File: src/rtl/aether_cmd_sequencer_pkg.sv
// Shared aether constants: engine opcodes, register map, field widths and the
// command sequencer state encoding.
package aether_cmd_sequencer_pkg;

  localparam int unsigned INSTR_W  = 4;
  localparam int unsigned PARAM1_W = 4;
  localparam int unsigned PARAM2_W = 16;

  localparam logic [INSTR_W-1:0]  OP_NOP    = 4'h0;
  localparam logic [INSTR_W-1:0]  OP_RDR    = 4'h2;
  localparam logic [PARAM1_W-1:0] REG_STATS = 4'hA;

  typedef enum logic [2:0] {
    ST_IDLE,
    ST_ISSUE,
    ST_WAIT_IRQ,
    ST_CLEAR,
    ST_ERROR
  } seq_state_e;

endpackage

File: src/rtl/aether_cmd_fifo.sv
// Command queue for the aether sequencer: power-of-two depth, wrapping pointers,
// explicit occupancy counter and a synchronous flush.
module aether_cmd_fifo #(
  parameter int unsigned Width = 25,
  parameter int unsigned Depth = 16
) (
  input  logic                   clk_i,
  input  logic                   rst_ni,
  input  logic                   flush_i,
  input  logic                   push_i,
  input  logic                   pop_i,
  input  logic [Width-1:0]       data_i,
  output logic [Width-1:0]       data_o,
  output logic                   full_o,
  output logic                   empty_o,
  output logic [$clog2(Depth):0] level_o
);

  localparam int unsigned PtrWidth   = $clog2(Depth);
  localparam int unsigned LevelWidth = PtrWidth + 1;

  logic [Width-1:0]      mem_q [Depth];
  logic [PtrWidth-1:0]   wrPtr_q;
  logic [PtrWidth-1:0]   rdPtr_q;
  logic [LevelWidth-1:0] level_q;
  logic                  doPush;
  logic                  doPop;

  assign full_o  = (level_q == LevelWidth'(Depth));
  assign empty_o = (level_q == '0);
  assign level_o = level_q;
  assign data_o  = mem_q[rdPtr_q];

  // Guard internally so a misbehaving caller can never corrupt the occupancy count.
  assign doPush = push_i & ~full_o & ~flush_i;
  assign doPop  = pop_i & ~empty_o & ~flush_i;

  always_ff @(posedge clk_i or negedge rst_ni) begin
    if (!rst_ni) begin
      wrPtr_q <= '0;
      rdPtr_q <= '0;
      level_q <= '0;
    end else if (flush_i) begin
      wrPtr_q <= '0;
      rdPtr_q <= '0;
      level_q <= '0;
    end else begin
      if (doPush) wrPtr_q <= wrPtr_q + PtrWidth'(1);
      if (doPop)  rdPtr_q <= rdPtr_q + PtrWidth'(1);
      case ({doPush, doPop})
        2'b10:   level_q <= level_q + LevelWidth'(1);
        2'b01:   level_q <= level_q - LevelWidth'(1);
        default: level_q <= level_q;
      endcase
    end
  end

  always_ff @(posedge clk_i) begin
    if (doPush) mem_q[wrPtr_q] <= data_i;
  end

endmodule

File: src/rtl/aether_cmd_sequencer.sv
// Queues engine commands and issues them one per cycle; wait entries stall the
// queue until an engine interrupt edge, then a stats-register read clears it.
module aether_cmd_sequencer
  import aether_cmd_sequencer_pkg::*;
#(
  parameter int unsigned InstrWidth    = INSTR_W,
  parameter int unsigned Param1Width   = PARAM1_W,
  parameter int unsigned Param2Width   = PARAM2_W,
  parameter int unsigned Depth         = 16,
  parameter int unsigned TimeoutCycles = 1_048_576
) (
  input  logic                                        clk_i,
  input  logic                                        rst_ni,
  input  logic                                        push_i,
  input  logic [InstrWidth+Param1Width+Param2Width-1:0] push_cmd_i,
  input  logic                                        push_wait_i,
  output logic                                        ready_o,
  input  logic                                        abort_i,
  input  logic                                        interrupt_i,
  output logic [InstrWidth-1:0]                       instruction_o,
  output logic [Param1Width-1:0]                      param_1_o,
  output logic [Param2Width-1:0]                      param_2_o,
  output logic                                        busy_o,
  output logic [$clog2(Depth):0]                      level_o,
  output logic                                        overflow_o,
  output logic                                        timeout_o
);

  localparam int unsigned CmdWidth   = InstrWidth + Param1Width + Param2Width;
  localparam int unsigned EntryWidth = CmdWidth + 1;
  localparam int unsigned CntWidth   = $clog2(TimeoutCycles + 1);

  seq_state_e               state_q, state_d;
  logic [InstrWidth-1:0]    instr_q, instr_d;
  logic [Param1Width-1:0]   param1_q, param1_d;
  logic [Param2Width-1:0]   param2_q, param2_d;
  logic                     isWait_q, isWait_d;
  logic [CntWidth-1:0]      waitCnt_q, waitCnt_d;
  logic                     overflow_q, overflow_d;
  logic                     timeout_q, timeout_d;
  logic                     irqPrev_q;

  logic                     fifoPush;
  logic                     fifoPop;
  logic                     fifoFull;
  logic                     fifoEmpty;
  logic [EntryWidth-1:0]    fifoHead;
  logic                     tryIssue;
  logic                     irqRise;

  // Aborting flushes the queue that same edge, so a concurrent push must not land.
  assign fifoPush = push_i & ~fifoFull & ~abort_i;
  assign irqRise  = interrupt_i & ~irqPrev_q;

  aether_cmd_fifo #(
    .Width (EntryWidth),
    .Depth (Depth)
  ) u_fifo (
    .clk_i   (clk_i),
    .rst_ni  (rst_ni),
    .flush_i (abort_i),
    .push_i  (fifoPush),
    .pop_i   (fifoPop),
    .data_i  ({push_wait_i, push_cmd_i}),
    .data_o  (fifoHead),
    .full_o  (fifoFull),
    .empty_o (fifoEmpty),
    .level_o (level_o)
  );

  always_ff @(posedge clk_i or negedge rst_ni) begin
    if (!rst_ni) begin
      state_q    <= ST_IDLE;
      instr_q    <= InstrWidth'(OP_NOP);
      param1_q   <= '0;
      param2_q   <= '0;
      isWait_q   <= 1'b0;
      waitCnt_q  <= '0;
      overflow_q <= 1'b0;
      timeout_q  <= 1'b0;
      irqPrev_q  <= 1'b0;
    end else begin
      state_q    <= state_d;
      instr_q    <= instr_d;
      param1_q   <= param1_d;
      param2_q   <= param2_d;
      isWait_q   <= isWait_d;
      waitCnt_q  <= waitCnt_d;
      overflow_q <= overflow_d;
      timeout_q  <= timeout_d;
      irqPrev_q  <= interrupt_i;
    end
  end

  // The registered command reflects what the engine sees in the state being entered.
  always_comb begin
    state_d    = state_q;
    instr_d    = InstrWidth'(OP_NOP);
    param1_d   = '0;
    param2_d   = '0;
    isWait_d   = 1'b0;
    waitCnt_d  = '0;
    overflow_d = overflow_q | (push_i & fifoFull);
    timeout_d  = timeout_q;
    fifoPop    = 1'b0;
    tryIssue   = 1'b0;

    unique case (state_q)
      ST_IDLE, ST_CLEAR: tryIssue = 1'b1;
      ST_ISSUE: begin
        if (isWait_q) state_d = ST_WAIT_IRQ;
        else          tryIssue = 1'b1;
      end
      ST_WAIT_IRQ: begin
        waitCnt_d = waitCnt_q + CntWidth'(1);
        if (irqRise) begin
          state_d  = ST_CLEAR;
          instr_d  = InstrWidth'(OP_RDR);
          param1_d = Param1Width'(REG_STATS);
        end else if (waitCnt_q == CntWidth'(TimeoutCycles - 1)) begin
          state_d   = ST_ERROR;
          timeout_d = 1'b1;
        end
      end
      ST_ERROR: state_d = ST_ERROR;
      default:  state_d = ST_IDLE;
    endcase

    if (tryIssue) begin
      if (!fifoEmpty) begin
        fifoPop = 1'b1;
        state_d = ST_ISSUE;
        {isWait_d, instr_d, param1_d, param2_d} = fifoHead;
      end else begin
        state_d = ST_IDLE;
      end
    end

    if (abort_i) begin
      state_d    = ST_IDLE;
      instr_d    = InstrWidth'(OP_NOP);
      param1_d   = '0;
      param2_d   = '0;
      isWait_d   = 1'b0;
      waitCnt_d  = '0;
      overflow_d = 1'b0;
      timeout_d  = 1'b0;
      fifoPop    = 1'b0;
    end
  end

  assign ready_o       = ~fifoFull;
  assign busy_o        = (state_q != ST_IDLE) | ~fifoEmpty;
  assign instruction_o = instr_q;
  assign param_1_o     = param1_q;
  assign param_2_o     = param2_q;
  assign overflow_o    = overflow_q;
  assign timeout_o     = timeout_q;

endmodule

File: config.mk
export PLATFORM = sky130hd
export DESIGN_NAME = aether_cmd_sequencer
export DESIGN_NICKNAME = d
export VERILOG_FILES = /design/src/rtl/aether_cmd_sequencer_pkg.sv /design/src/rtl/aether_cmd_fifo.sv /design/src/rtl/aether_cmd_sequencer.sv
export SDC_FILE = /design/constraint.sdc
export NUM_CORES = 1
export LEC_CHECK = 0
export ABC_AREA = 1
export ABC_CLOCK_PERIOD_IN_PS = 6000
export CORE_MARGIN = 3
export CORE_UTILIZATION = 30
export CTS_CLUSTER_SIZE = 10
export DETAILED_ROUTE_END_ITERATION = 10
export PLACE_DENSITY = 0.57
export SLEW_MARGIN = 20
export SYNTH_ARGS = -nofsm -noshare
export SYNTH_HDL_FRONTEND = slang
export SYNTH_SLANG_ARGS = --single-unit
File: constraint.sdc
create_clock -name clk_i -period 6 [get_ports clk_i]
set_input_delay 1.2 -clock clk_i [delete_from_list [all_inputs] [get_ports clk_i]]
set_output_delay 1.2 -clock clk_i [all_outputs]
set_load 0.02 [all_outputs]
== Yosys cells after proc, flatten, opt, wreduce, memory -nomap -nowiden ==
Memory sizes are Yosys's and may differ from the RTL's.
Cells that the tools add are included.
Storage, ports and cells
  flip-flop bits (word level): 65
  bits in latches: 0
  bits in writable memories: 400
  memory bits (read-only): 0
  bits of input ports: 30
  output and inout bits: 33
  logic and storage cells: 98
  memories kept: 1
Cells by class
  $add $sub $neg: 5
  $mul: 0
  div/mod/pow operators: 0
  order comparisons: 0
  equal/unequal tests: 12
  shift-type cells: 0
  mux-type cells: 43
  bitwise operators: 14
  reductions and logical operators: 11
Memories
  u_fifo.mem_q: words 16, bits a word 25, read ports 1, clocked after Yosys merged registers in 0, write ports 1, line aether_cmd_fifo.sv:22  | logic [Width-1:0] mem_q [Depth];
Operators by type and width (count)
  two-way mux 16 bit: 3
  two-way mux 4 bit: 12
  two-way mux 21 bit: 2
  adder 21 x 1 -> 21 bit, second input constant: 1
  equality test 21 x 20 -> 1 bit, second input constant: 1
  two-way mux 1 bit: 15
  two-way mux 3 bit: 5
  case mux 3 bit (4 select lines): 1
  case mux 5 bit (2 select lines): 1
  adder 4 x 1 -> 4 bit, second input constant: 2
  AND 1 bit: 8
  nonzero test 2 bit: 4
  equality test 3 x 2 -> 1 bit, second input constant: 2
  AND reduction 3 bit: 2
  nonzero test 3 bit: 2
  adder 5 x 1 -> 5 bit, second input constant: 1
  equality test 5 bit, second input constant: 1
  zero test 5 bit: 1
  two-way mux 5 bit: 1
  != test 5 bit, second input constant: 1
  subtractor 5 x 1 -> 5 bit, second input constant: 1
  two-way mux 2 bit: 2
  != test 4 bit, second input constant: 1
  inverter 1 bit: 4
  other kinds (10): 11

== Longest topological paths before layout ==
Gate-level depths: netlist of the first run.
  depth after elaboration: 10
  mapped depth: 16
  depth with buffers taken out: 16

== Cells and area by module ==
From an unflattened synthesis of the first run, not the netlist that was laid out.
Unflattened totals
  cell total of the unflattened synthesis: 1555
  area total of the unflattened synthesis: 18914.4 sq um
By module, submodules not included
  aether_cmd_fifo: times used 1, cells each 1279, area an instance 16614.7 sq um, sequential area each 12336.8 sq um
  aether_cmd_sequencer: times used 1, cells each 276, area an instance 2299.7 sq um, sequential area each 1301.2 sq um

== Least setup slack after synthesis of the first run ==
Ideal clock, no wire load.
  path type: in2reg
  start point: input abort_i
  end point: memory u_fifo.mem_q[0][0], enable pin
  setup time: 407 ps
  arrival time: 2970 ps
  required time: 5593 ps
  path slack: 2623 ps
  stages: 6
  path buffers: 1
  cells stage by stage: buf_2 -> inv_1 -> nand3_1 -> inv_1 -> nand2_1 -> nor2_1
On the way
  cells in the longest elaborated chain, start to end: 6
RTL lines
  start: declaration: line aether_cmd_sequencer.sv:18  | input logic abort_i,
  inverter 1 bit *: line aether_cmd_fifo.sv:35, aether_cmd_sequencer.sv:52
  AND 1 bit: line aether_cmd_sequencer.sv:52  | assign fifoPush = push_i & ~fifoFull & ~abort_i;
  AND 1 bit: line aether_cmd_fifo.sv:35  | assign doPush = push_i & ~full_o & ~flush_i;
  AND 1 bit *: line aether_cmd_fifo.sv:35
  two-way mux 1 bit *: line aether_cmd_fifo.sv:59  | if (doPush) mem_q[wrPtr_q] <= data_i;
  two-way mux 1 bit (implied by the code) *: line aether_cmd_fifo.sv:59
  end: declaration: line aether_cmd_fifo.sv:22
Mark *: on every way between the ends. The rest lies on a longest branch, timed or not.

== Worst setup path in the final report of the first run ==
  start point: input abort_i
  end point: memory u_fifo.mem_q[4][8], enable pin
The elaborated chain is that of the path after synthesis.

==> flow_summary.json, run 1 <==
{
  "die-width_um": 254.1,
  "hold_path_class": "flip-flop to flip-flop",
  "synthArstFlopShare_pct": 13.98,
  "rows": 90,
  "path_common_cell": "inv_1",
  "drive_gt1_share_pct": 7.138,
  "layout_commonest_cell": "edfxtp_1",
  "r2r_start": "u_fifo.rdPtr_q[0]$_DFFE_PN0P_",
  "grt_start_max_net_pins": 97,
  "grt_pass1_vias": 11330,
  "ant_nets": 0,
  "num_vias": 11600,
  "hold_ws_ps": 504.4,
  "clock_latency_ps": 590,
  "power.leakage_nw": 7.277,
  "drc": 0,
  "max_stage_delay_ps": 820,
  "coreArea_um2": 60580,
  "syn_area_per_cell_um2": 12.61,
  "outcome": "complete, no violations",
  "cts_buffer_depth": 3,
  "pin_count": 63,
  "top_layer": "met5",
  "io_buffers": 62,
  "gr-total-overflow": 0,
  "power_frac_comb_pct": 23.1,
  "postSynthCellCount": 1465,
  "crit_buf_inv": 3,
  "crit_family": "simple AND/OR/NAND/NOR gates",
  "synth_warnings": 0,
  "root_buffer": "clkbuf_16",
  "tns_ps": 0,
  "power_density_nw_per_um2": 406.1,
  "netlist_area_um2": 18470,
  "rsz0062_at_grt": "no",
  "min_period_ps": 3631,
  "yosysUniqueCellTypes": 37,
  "clockPowerShare_pct": 33.5,
  "wl_met2_mm": 21.89,
  "worst-endpoint-arrival_ps": 3840,
  "p_int_mw": 5.944,
  "hp-start": "timeout_o$_DFFE_PN0P_",
  "setup_viol": 0,
  "vdd.ir_drop.worst_mv": 0.2345,
  "switching_power_mw": 2.779,
  "synth_edf_count": 400,
  "yosys_register_bits": 465,
  "seq_area_frac_synth_pct": 73.83,
  "cts-htree-levels": 2,
  "cts_setup_buffers": 0,
  "crit_slowest_cell": "nor2_4",
  "ctsResizeCount": 0,
  "switching_share_pct": 31.86,
  "syn_nets": 1503,
  "path_clk_slew_ps": 50,
  "pwr-share-seq_pct": 43.4,
  "wl_met3_mm": 2.773,
  "startpoint": "abort_i",
  "crit_type": "input pin to flip-flop",
  "crit_fanout": 25,
  "mostFrequentLayoutCells": "edfxtp_1, nor2_1, nand2_1",
  "clock-sinks": 465,
  "drtPass1Iterations": 5,
  "power_mw": 8.722,
  "dr.first_iter.drc_count": 1022,
  "antenna_found_initial": 1,
  "area_growth_pct": 16.29,
  "grt_pass1_wl_mm": 71.79,
  "dpl.cell_count": 2239,
  "max_clock_freq_mhz": 275.4,
  "die_h_um": 254.1,
  "start_util_pct": 30.49,
  "path_cells": "clkdlybuf4s50_1 -> inv_1 -> nand3_1 -> inv_1 -> nand2_1 -> nor2_4",
  "viasPerCell": 4.965,
  "final_nets": 1550,
  "period_share_pct": 60.52,
  "gp_congestion": 0.8093,
  "cp-end-kind": "flip-flop",
  "grtUsageTotal_pct": 14.63,
  "fin_area_um2": 21480,
  "worst_slew_pin_slew_ps": 1026,
  "die_area_um2": 64580,
  "fillers": 5808,
  "cts_hold_buffers": 0,
  "crit_required_ps": 6200,
  "wl_met1_mm": 20.88,
  "drv_cap": 0,
  "placed_area_um2": 19930,
  "clock_skew_ps": 25.06,
  "numCtsBuffers": 53,
  "final_hold_viol_count": 0,
  "cts_tree": "done",
  "start_kind": "input pin",
  "wl_mm": 47.01,
  "wl_per_cell_um": 20.12,
  "fin_cells": 2337,
  "drv_slew": 0,
  "antennaDiodeCount": 0,
  "relSlewSlack_pct": 31.57,
  "dp_hpwl_mm": 27.04,
  "synth_ff_type": "edfxtp_1"
}
## routing by layer
metal	vias to the layer above	global-route usage, %
met5	-	0
met1	5783	20.37
met4	2	5.439
met3	78	2.662
met2	342	22.96
li1	5399	-
## metrics by stage
step	worst slack (ps)	util, %
2_1_floorplan	2623	-
3_3_place_gp	1894	32.90
3_5_place_dp	1811	32.90
4_1_cts	2401	35.46
5_1_grt	2198	35.46
6_report	2369	35.46
## cell usage after synthesis, drive strengths merged (7+ instances only)
cell | count | area [um^2]
clkbuf | 41 | 153.9
o211ai | 7 | 52.55
o221ai | 21 | 183.9
nand4 | 20 | 131.4
dfrtp | 65 | 1627
inv | 65 | 244.0
edfxtp | 400 | 12010
o21ai | 163 | 815.8
nand3 | 91 | 498.0
a32o | 12 | 120.1
a31oi | 14 | 87.58
a21oi | 75 | 375.4
nand2 | 171 | 644.4
nor2 | 226 | 898.3
o21a | 13 | 97.59
buf | 39 | 198.9
o22ai | 12 | 75.07
ha | 8 | 100.1
## logic make-up (layout without fill, tap and decap cells)
family          after synthesis  after routing  synth area share [%]
simple gates                515            515                 11.97
flops                       465            465                 73.83
compound gates              325            325                 10.15
buf+inv                     147            237                 3.272
fa+ha+maj                     8              8                0.5419
xor+xnor                      5              5                0.2371
## path summary, 6_finish.rpt
kind                                                      end  slack, ps  cells after the start
worst max-delay path             u_fifo.mem_q[4][8]$_DFFE_PP_       2370                      6
worst min-delay path                    timeout_o$_DFFE_PN0P_        500                      2
max in group asynchronous       u_fifo.rdPtr_q[0]$_DFFE_PN0P_       4440                      1
min in group asynchronous             waitCnt_q[10]$_DFF_PN0_        750                      1
worst max register to register         param_2_o[1]$_DFF_PN0_       3250                      9
worst min register to register          timeout_o$_DFFE_PN0P_        500                      2
## power groups by stage
stage	sequential [mW]	clock [mW]	combinational (mW)
after global placement	3.86	0	2.01
final	3.79	2.92	2.02
after global routing	3.81	3.12	2.24
after floorplan	3.86	0	1.18
after CTS	3.80	2.98	2.04
after detailed placement	3.86	0	2.03
## state kept, by name (all words and copies together), names as in the netlist, 3 cells and up
name,count
u_fifo.rdPtr_q,4
waitCnt_q,21
param_2_o,16
u_fifo.level_o,5
state_q,3
u_fifo.mem_q,400
instruction_o,4
u_fifo.wrPtr_q,4
param_1_o,4
## final cells by class
class | count | area (um^2) | area share [%]
clock buffers | 94 | 1490 | 6.937
clock inverters | 4 | 58.81 | 0.2738
inverters | 67 | 254.0 | 1.182
multi-input cells | 853 | 4349 | 20.25
flip-flops and latches | 465 | 13640 | 63.52
well taps | 782 | 978.4 | 4.555
repair buffers | 72 | 705.7 | 3.285
## worst register-to-register path, stage by stage (launching register included)
cell	delay, ps
dfrtp_4	690
inv_4	610
buf_12	420
nor2_1	110
nor2_1	90
o21ai_0	140
nand3_1	150
nand3_1	200
a21oi_1	180
o21a_1	130
No activity file was read; power rests on OpenSTA's default activity.
==> inputs of run 2 (changes only) <==
- ABC_CLOCK_PERIOD_IN_PS: 6000 -> 3300
- PLACE_DENSITY: 0.57 -> 0.58
- clock period: 6 -> 3.3 ns (I/O delays scaled with it)
==> run 2 against run 1 <==
Compared with the run above: critical path depth decreased by 1; global-route usage down 0.75 points; cell count up 1.2%; clock-buffer cell count is 1 lower; highest routed layer is now met4.
==> flow_summary.json, run 2 (synthesis gave the netlist of run 1 again) <==
{
  "antenna_found_initial": 1,
  "die_area_um2": 64580,
  "dr.first_iter.drc_count": 1071,
  "max_clock_freq_mhz": 358.1,
  "tns_ps": 0,
  "num_vias": 11620,
  "grt_start_max_net_pins": 144,
  "multiInputGateArea_um2": 4349,
  "final_nets": 1579,
  "mostFrequentLayoutCells": "edfxtp_1, nor2_1, nand2_1",
  "numCtsBuffers": 53,
  "fin_area_um2": 21830,
  "cts_setup_buffers": 0,
  "gp_congestion": 0.7666,
  "start_kind": "flip-flop",
  "cts_hold_buffers": 0,
  "timing.final.ws_setup_ps": 507.4,
  "ctsResizeCount": 0,
  "worst_slew_pin_slew_ps": 987.6,
  "clock_skew_ps": 15.88,
  "max_stage_delay_ps": 550,
  "area_growth_pct": 18.17,
  "hold_ws_ps": 214.1,
  "gr-total-overflow": 0,
  "ant_nets": 0,
  "crit_fanout": 6,
  "min_period_ps": 2793,
  "crit_required_ps": 2640,
  "rr_worst_depth": 7,
  "relSlewSlack_pct": 34.06,
  "rsz0062_at_grt": "no",
  "regArea_um2": 13640,
  "pin_count": 63,
  "path_clk_slew_ps": 50,
  "grt_pass1_vias": 11580,
  "cts_tree": "done",
  "start_util_pct": 30.49,
  "vdd.ir_drop.worst_mv": 0.3820,
  "power.leakage_nw": 7.468,
  "final_hold_viol_count": 0,
  "cts-htree-levels": 2,
  "placed_area_um2": 20290,
  "wl_per_cell_um": 19.01,
  "crit_slowest_cell": "clkdlybuf4s50_1",
  "r2r_slack_ps": 920,
  "drive_gt1_share_pct": 8.844,
  "clock-sinks": 465,
  "die-width_um": 254.1,
  "grtUsageTotal_pct": 13.88,
  "crit_type": "flip-flop to output port",
  "outcome": "complete, no violations",
  "cts_buffer_depth": 3,
  "path_cells": "nor2_1 -> nand2_1 -> nor2_2 -> nand4_1 -> clkdlybuf4s50_1",
  "largest_reg_flops": 400,
  "drtPass1Iterations": 5,
  "die_h_um": 254.1,
  "power_mw": 15.71,
  "drv_cap": 0,
  "io_buffers": 62,
  "rows": 90,
  "place_ws_ps": 467.4,
  "r2r-end": "u_fifo.mem_q[2][11]$_DFFE_PP_",
  "root_buffer": "clkbuf_16",
  "setup_viol": 0,
  "wl_mm": 44.97,
  "worst-endpoint-arrival_ps": 2130,
  "clock_latency_ps": 570,
  "coreArea_um2": 60580,
  "dp_hpwl_mm": 25.42,
  "drv_slew": 0,
  "grt_pass1_wl_mm": 69.30,
  "cp-end-kind": "output port",
  "crit_buf_inv": 1,
  "power_density_nw_per_um2": 719.7,
  "crit_family": "simple AND/OR/NAND/NOR gates",
  "hold_path_class": "input pin to async pin",
  "viasPerCell": 4.911,
  "fillers": 5835,
  "period_share_pct": 84.62,
  "layout_commonest_cell": "edfxtp_1",
  "largest-register": "u_fifo.mem_q",
  "r2r_start": "u_fifo.level_o[0]$_DFFE_PN0P_",
  "drc": 0
}
-- run 2: final cells by class --
class	count	area share [%]
Sequential cell	465	62.51
Multi-Input combinational cell	853	19.93
Antenna cell	1	0.01146
Clock buffer	93	6.764
Tap cell	782	4.483
Clock inverter	4	0.2809
Inverter	67	1.164
Timing Repair Buffer	101	4.861
-- run 2: per-stage QoR --
step / std cells / util (%)
floorplan: 1465 / -
global placement: 2268 / 33.49
detailed placement: 2268 / 33.49
CTS: 2365 / 36.02
global route: 2365 / 36.02
finish: 2366 / 36.03
-- run 2: report_power, final --
group	internal, mW	switching [mW]	total (mW)
logic	1.22	2.44	3.66
registers	6.64	0.176	6.82
clock network	3.02	2.21	5.23
-- run 2: worst max-delay path by stage --
| stage | startpoint | end | cells after the start |
|---|---|---|---|
| floorplan | abort_i | u_fifo.mem_q[0][0]$_DFFE_PP_ | 6 |
| global placement | push_i | u_fifo.mem_q[12][16]$_DFFE_PP_ | 6 |
| detailed placement | push_i | u_fifo.mem_q[4][1]$_DFFE_PP_ | 6 |
| CTS | u_fifo.level_o[0]$_DFFE_PN0P_ | busy_o | 5 |
| global route | u_fifo.level_o[0]$_DFFE_PN0P_ | busy_o | 5 |
| finish | u_fifo.level_o[0]$_DFFE_PN0P_ | busy_o | 5 |
-- run 2: worst register-to-register path: stages, from the launching register on --
cell and delay, ps:
dfrtp_1 480, nor2_1 110, nand3_1 170, nand3_1 170
inv_1 230, nand2_1 290, nor2_4 160, buf_4 410
-- run 2: routing by layer --
metal	track usage, %	wire length, um
met3	2.600	2617
met5	0	0
met4	3.670	857
met1	19.57	20690
met2	22.16	20810
==> inputs of run 3 (changes only) <==
- ABC_CLOCK_PERIOD_IN_PS: 3300 -> 2800
- PLACE_DENSITY: 0.58 -> 0.57
- clock period: 3.3 -> 2.8 ns (I/O delays scaled with it)
==> run 3 against run 2 <==
Compared with the run above: via count up 0.16%; utilization increased by 0.30 points; sequential share of layout area down 0.52 points; global-route usage is 0.49 points higher; first-iteration DRC count down 8.8%; clock-buffer cell count down 2; power rose by 19%; non-clock buffer count increased by 11; clock power increased by 19%.
==> flow_summary.json, run 3 (synthesis gave the netlist of run 1 again) <==
{
  "vdd.ir_drop.worst_mv": 0.4793,
  "drv_slew": 0,
  "num_vias": 11640,
  "coreArea_um2": 60580,
  "cts_hold_buffers": 0,
  "final_nets": 1590,
  "viasPerCell": 4.903,
  "tns_ps": 0,
  "place_ws_ps": 210.8,
  "power_mw": 18.63,
  "layout_commonest_cell": "edfxtp_1",
  "fin_cells": 2374,
  "die-width_um": 254.1,
  "power.leakage_nw": 7.558,
  "crit_cells": 3,
  "period_share_pct": 90.78,
  "crit_required_ps": 2240,
  "multiInputGateArea_um2": 4352,
  "clock_skew_ps": 47.26,
  "drv_cap": 0,
  "io_buffers": 62,
  "rr_worst_depth": 6,
  "drc": 0,
  "hold_ws_ps": 12.55,
  "wl_mm": 46.08,
  "min_period_ps": 2542,
  "cp-end-kind": "output port",
  "drive_gt1_share_pct": 9.548,
  "area_growth_pct": 19.16,
  "rsz0062_at_grt": "no",
  "die_h_um": 254.1,
  "cts_buffer_depth": 3,
  "crit_fanout": 5,
  "crit_type": "flip-flop to output port",
  "grtUsageTotal_pct": 14.37,
  "crit_slowest_cell": "clkdlybuf4s50_1",
  "path_clk_slew_ps": 60,
  "root_buffer": "clkbuf_16",
  "wl_per_cell_um": 19.41,
  "worst-endpoint-arrival_ps": 1980,
  "pin_count": 63,
  "antennaDiodeCount": 0,
  "die_area_um2": 64580,
  "crit_family": "buffers and inverters",
  "hold_path_class": "input pin to async pin",
  "crit_buf_inv": 1,
  "largest-register": "u_fifo.mem_q",
  "mostFrequentLayoutCells": "edfxtp_1, nor2_1, nand2_1",
  "antenna_found_initial": 1,
  "max_clock_freq_mhz": 393.4,
  "drtPass1Iterations": 7,
  "gr-total-overflow": 0,
  "dp_hpwl_mm": 27.17,
  "dpl.cell_count": 2279,
  "grt_pass1_wl_mm": 71.00,
  "setup_viol": 0,
  "grt_pass1_vias": 11800,
  "regArea_um2": 13640,
  "start_kind": "flip-flop",
  "clock-sinks": 465,
  "grt_start_max_net_pins": 128,
  "cts_tree": "done",
  "clock_latency_ps": 600,
  "dr.first_iter.drc_count": 977,
  "outcome": "complete, no violations",
  "largest_reg_flops": 400,
  "timing.final.ws_setup_ps": 258.0,
  "final_hold_viol_count": 0,
  "rows": 90,
  "numCtsBuffers": 53,
  "power_density_nw_per_um2": 846.6,
  "start_util_pct": 30.49,
  "fillers": 5826,
  "gp_congestion": 0.7923,
  "path_cells": "nor2_1 -> nand3_1 -> clkdlybuf4s50_1",
  "cts_setup_buffers": 0,
  "cts-htree-levels": 2,
  "ant_nets": 0,
  "max_stage_delay_ps": 590,
  "relSlewSlack_pct": 49.97,
  "worst_slew_pin_slew_ps": 748.1
}
[run 3: cell count changes in the layout (fill, tap and decap cells not counted), sizes merged]
cell           before  now
buf                40   51
clkbuf             93   91
clkdlybuf4s50      61   60
clkinv              3    4
diode               1    0
dlymetal6s2s        0    1
inv                68   67
[run 3: metrics by stage]
step | utilization, % | instance area [um^2]
after floorplan | - | 18470
after global placement | 33.79 | 20470
after detailed placement | 33.79 | 20470
after CTS | 36.32 | 22000
after global routing | 36.33 | 22010
final | 36.33 | 22010
[run 3: what timing repair did]
| item | in CTS | in global routing |
|---|---|---|
| hold endpoints to repair | 0 | 0 |
| setup endpoints to repair | 0 | 1 |
| resized for setup | 0 | 2 |
[run 3: final cells by class]
cell class                 instances  area share [%]
sequential                       465           61.99
multi-input combinational        853           19.77
clock buffer                      91           6.765
timing repair buffer             112           5.662
tap                              782           4.445
inverter                          67           1.154
clock inverter                     4          0.2103
[run 3: where the power goes]
group / internal [mW] / switching (mW) / leakage (nW)
logic: 1.50 / 2.93 / 2.35
clock network: 3.58 / 2.62 / 0.729
registers: 7.83 / 0.176 / 4.47
total: 12.9 / 5.73 / 7.56
[run 3: final timing paths]
path | slack [ps] | to | startpoint
hold reg to reg | 490 | timeout_o$_DFFE_PN0P_ | timeout_o$_DFFE_PN0P_
setup reg to reg | 600 | instruction_o[3]$_DFF_PN0_ | u_fifo.rdPtr_q[2]$_DFFE_PN0P_
max in group asynchronous | 2190 | param_2_o[7]$_DFF_PN0_ | rst_ni
setup / recovery | 260 | ready_o | u_fifo.level_o[2]$_DFFE_PN0P_
min in group clk_i | 450 | irqPrev_q$_DFF_PN0_ | interrupt_i
hold / removal | 10 | waitCnt_q[12]$_DFF_PN0_ | rst_ni
[run 3: per-layer routing]
layer | track usage (%) | share of wire (%) | vias to the layer above
met2 | 23.76 | 47 | 337
met4 | 4.128 | 2.0 | 2
met5 | 0 | 0.028 | -
li1 | - | - | 5483
met3 | 2.356 | 5.6 | 67
met1 | 19.64 | 45 | 5750
==> RTL change 1 (flow settings as in run 3) <==
Change the package constant `PARAM2_W` from 16 to 32.
--- a/src/rtl/aether_cmd_sequencer_pkg.sv
+++ b/src/rtl/aether_cmd_sequencer_pkg.sv
@@ -6,3 +6,3 @@
   localparam int unsigned PARAM1_W = 4;
-  localparam int unsigned PARAM2_W = 16;
+  localparam int unsigned PARAM2_W = 32;
 
Ports: changed (resized param_2_o and push_cmd_i); port bits go from 63 to 95. No check against the original RTL was run, so the function may have changed too.
==> RTL change 1 against run 3 <==
  * Area after synthesis up 57%
  * Utilization increased by 0.063 points
  * Sequential cell count up 272
  * Worst setup slack got worse by 0.053 ns
  * Routed wire length increased by 63%
  * Final area up 58%
  * Critical path depth is the same
  * Total power grew 59%
  * Combinational power grew 44%
==> RTL change 1: results (changes against run 3) <==
[route]
num_vias=18303  ; +57%
wl_met1_mm=34.44  ; +66%
routed_wl_mm=75.32  ; +63%
dr.pass1.iters=6  ; -1
wire_per_inst_um=20.49  ; +5.5%
routed.top_layer=met5
dr_wl_met3_mm=4.553  ; +77%
dr_wl_met2_mm=34.83  ; +60%
drt_iter0_drc=1666  ; +71%

[cells_and_area]
fin_nets=2393  ; +51%
antenna_cells=0  ; unchanged
largest_register_ffs=656  ; +64%
fillers=9083  ; +56%
drive_gt1_share_pct=9.996  ; +0.45 points

[critical_path]
crit_family=buffers and inverters
cp_max_fo=6  ; +1
r2r-end=isWait_q
reg2reg_depth=4  ; -2
worst_path_max_delay_cell=clkdlybuf4s50_1
crit_path_max_incr_delay_ns=0.58
r2r_start=u_fifo.rdPtr_q[3]
regToRegSetupSlack_ns=0.43  ; -0.17 ns
critPathArrivalTime_ns=2.03  ; +0.05 ns
critPathCapture=ready_o

[placed_design]
portBuffers=94  ; +52%
place_inst=3514  ; +54%
dp_hpwl_mm=44.04  ; +62%
globalplace.congestion=0.8544  ; +7.8%
dpl_cell_area_um2=31940  ; +56%

[synth]
synth_common_cells=edfxtp_1 (656), nor2_1 (281), nand2_1 (251)
seq_area_frac_synth_pct=75.09  ; +1.3 points
yosys-top-cells-area=edfxtp_1 (68%), dfrtp_1 (7.0%), o21ai_0 (3.9%), nor2_1 (3.6%), nand2_1 (3.3%)
yosysTopAreaCellShare_pct=68.09  ; +3.1 points
synth-main-ff-cell=edfxtp_1
ys_warn_count=0  ; unchanged
synth-edff-count=656  ; +64%
syn-num-nets=2253  ; +50%
ys_types=45  ; +22%
syn_avg_cell_area_um2=13.16  ; +4.4%
async_reset_ff_share_pct=10.99  ; -3.0 points

[clock_network]
clockBufferDepth=3  ; unchanged
worstSkewPairLatency_ns=0.66  ; +0.06 ns
numCtsBuffers=87  ; +64%
ctsResizeCount=1  ; +1
ctsHoldBuffers=1  ; +1
clockRootBuffer=clkbuf_16
htree_levels=3  ; +1

[power_and_ir_drop]
p_leak_nw=11.81  ; +56%
ir_worst_vdd_uv=512.1  ; +6.8%

[timing]
worst_pin_slew_ns=1.124  ; +0.3755 ns
clock_skew_ns=0.04497  ; -0.002296 ns

[global_routing]
met3_usage_pct=2.470  ; +0.11 points
grt_usage_pct=14.91  ; +0.54 points
grt.met1_usage_pct=21.33  ; +1.7 points
antenna_found_initial=2  ; +1
grt_pass1_wl_mm=113.8  ; +60%
grt_util_met2_pct=23.50  ; -0.26 points
grt_max_degree=104  ; -19%

[hold_path]
hold_path.class=in2async

[status]
status=finished clean

## RTL change 1: cell types whose count changed after synthesis, moves of 26 or more
| cell | change |
|---|---|
| o21ai_0 | +63 |
| nand2_1 | +81 |
| buf_2 | +28 |
| o221ai_1 | +26 |
| inv_1 | +31 |
| nor2_1 | +63 |
| a21oi_1 | +59 |
| edfxtp_1 | +256 |
## RTL change 1: cell families (layout without fill, tap and decap cells)
logic type	Yosys count	count (layout)	share of synthesized area [%]
DFF	737	737	75.09
adders and majority gates	8	8	0.3460
and+or+nand+nor	712	712	10.54
AOI/OAI and AO/OA	508	508	10.31
xor gates and xnor gates	4	4	0.1211
buffers and inverters	230	442	3.598
## RTL change 1: worst min-delay path by stage
stage / endpoint / slack (ns) / cells past startpoint
6_report: waitCnt_q[13] / 0.40 / 2
5_1_grt: irqPrev_q / 0.39 / 1
4_1_cts: irqPrev_q / 0.37 / 1
3_5_place_dp: waitCnt_q[0] / 0.51 / 1
3_3_place_gp: waitCnt_q[0] / 0.50 / 1
2_1_floorplan: instruction_o[0] / 0.26 / 0
## RTL change 1: stage by stage
stage	worst slack, ns	utilization (%)	hold WS (ns)
after global placement	0.1623	33.52	0.4954
after global routing	0.05722	36.39	0.3882
after CTS	0.1589	36.39	0.3711
after floorplan	-0.6462	-	0.2644
after detailed placement	0.1362	33.52	0.5132
final	0.2055	36.39	0.3961
## RTL change 1: power breakdown
part / switching (mW) / internal [mW] / leakage (nW)
clock network: 4.42 / 6.25 / 1.30
registers: 0.227 / 12.4 / 6.99
logic: 4.32 / 2.04 / 3.51
## RTL change 1: cell type report
class	instances	area [um2]	area share [%]
clock buffer	150	2517	7.259
tap	1265	1583	4.564
sequential	737	21730	62.67
multi-input combinational	1232	6294	18.15
inverter	100	382.9	1.104
timing repair buffer	181	1956	5.639
clock inverter	11	214.0	0.6169
==> RTL change 2 (config.mk and constraints of run 3) <==
Made on the original files. Encoding of `seq_state_e`: now one-hot (5 bits for 5 states).
--- a/src/rtl/aether_cmd_sequencer_pkg.sv
+++ b/src/rtl/aether_cmd_sequencer_pkg.sv
@@ -12,8 +12,8 @@
 
-  typedef enum logic [2:0] {
-    ST_IDLE,
-    ST_ISSUE,
-    ST_WAIT_IRQ,
-    ST_CLEAR,
-    ST_ERROR
+  typedef enum logic [4:0] {
+    ST_IDLE     = 5'b00001,
+    ST_ISSUE    = 5'b00010,
+    ST_WAIT_IRQ = 5'b00100,
+    ST_CLEAR    = 5'b01000,
+    ST_ERROR    = 5'b10000
   } seq_state_e;
Check against the original RTL: same outputs for any inputs over 4 cycles, from zero or initial values and one cycle with rst_ni low; so few cycles prove little.
==> RTL change 2 against run 3 <==
  * Total power decreased by 0.32%
  * Largest cell class unchanged
  * Area after synthesis increased by 2.0%
  * Final area increased by 1.6%
  * Critical endpoint is now busy_o
  * Clock skew decreased by 0.029 ns
  * Worst setup slack got worse by 0.076 ns
  * Sequential cell count increased by 2
  * Largest power group unchanged
  * Routed wire length increased by 4.6%
  * Highest routed layer is now met4
  * Fmax decreased by 2.9%
==> RTL change 2: results (changes against run 3) <==
[cells_and_area]
clk_share_pct=7.159  ; +0.18 points
inv_count=83  ; +24%
multi_input_area_um2=4466  ; +2.6%
n_clock_buffer=95  ; +4.4%
drive_gt1_share_pct=9.988  ; +0.44 points
syn_to_final_growth_pct=18.79

[synth]
seq_area_frac_synth_pct=72.69  ; -1.1 points
synth_common_cells=edfxtp_1 (400), nand2_1 (238), nor2_1 (188)
async_reset_ff_share_pct=14.35  ; +0.37 points
syn-num-nets=1580  ; +5.1%

[power_and_ir_drop]
power.net_switching_mw=5.586  ; -2.4%
ir_worst_vdd_uv=407.6  ; -15%

[clock_network]
numCtsBuffers=54  ; +1.9%
ctsResizeCount=2  ; +2
ctsHoldBuffers=1  ; +1

[global_routing]
grt_pass1_wl_mm=73.31  ; +3.3%
grt_usage_pct=14.47  ; +0.098 points
grt_max_degree=161  ; +26%

[timing]
worst_pin_slew_ns=0.8670  ; +0.1190 ns
clock_skew_ns=0.01805  ; -0.02921 ns

[critical_path]
crit_path_max_incr_delay_ns=0.44  ; -0.15 ns
critPathArrivalTime_ns=2.06  ; +0.08 ns

[hold_path]
hold_path.class=in2reg

[placed_design]
place_inst=2418  ; +6.1%
dp_hpwl_mm=29.28  ; +7.8%
dp_slack_ns=0.1196  ; -0.09122 ns
globalplace.congestion=0.8358  ; +5.5%

[status]
status=finished clean

[route]
num_vias=12120  ; +4.1%
routed_wl_mm=48.21  ; +4.6%
wire_per_inst_um=19.14  ; -1.4%

[die]
dieWidth_um=256.6  ; +0.95%

-- RTL change 2: changes by cell type after synthesis, moves of 19 or more --
cell	change
nand2_1	+68
nor2_1	-30
clkbuf_1	-24
o221ai_1	-21
o21ai_1	+20
inv_1	+19
-- RTL change 2: power groups by stage --
| stage | Clock [mW] | Sequential (mW) | Combinational (mW) |
|---|---|---|---|
| after floorplan | 0 | 8.31 | 2.43 |
| after global placement | 0 | 8.18 | 4.04 |
| after detailed placement | 0 | 8.17 | 4.09 |
| after CTS | 6.61 | 8.04 | 4.11 |
| after global routing | 6.88 | 8.07 | 4.50 |
| final | 6.45 | 8.04 | 4.08 |
-- RTL change 2: logic make-up after synthesis --
family                   Yosys count  synth area share (%)
adder cells (fa/ha/maj)           10                0.7042
buffers and inverters            163                 4.292
flip-flops                       467                 72.69
AO/OA/AOI/OAI                    301                 8.544
XOR/XNOR                           4                0.1861
AND/OR/NAND/NOR                  595                 13.59
-- RTL change 2: per-layer routing --
| metal | vias up | track usage, % | part of all wire [%] |
|---|---|---|---|
| li1 | 5677 | - | - |
| met1 | 6001 | 20.62 | 46 |
| met2 | 365 | 22.46 | 46 |
| met3 | 77 | 2.637 | 6.3 |
| met4 | 0 | 4.535 | 2.3 |
| met5 | - | 0 | 0 |
-- RTL change 2: path summary, 6_finish.rpt --
path | to | cells past startpoint | slack, ns | startpoint
min in group asynchronous | waitCnt_q[17] | 2 | 0.47 | rst_ni
setup / recovery | busy_o | 4 | 0.18 | u_fifo.level_o[1]
hold reg to reg | waitCnt_q[6] | 1 | 0.50 | waitCnt_q[6]
max in group asynchronous | param_2_o[3] | 3 | 1.70 | rst_ni
hold / removal | irqPrev_q | 1 | 0.46 | interrupt_i
setup reg to reg | u_fifo.level_o[4] | 16 | 0.35 | u_fifo.level_o[1]
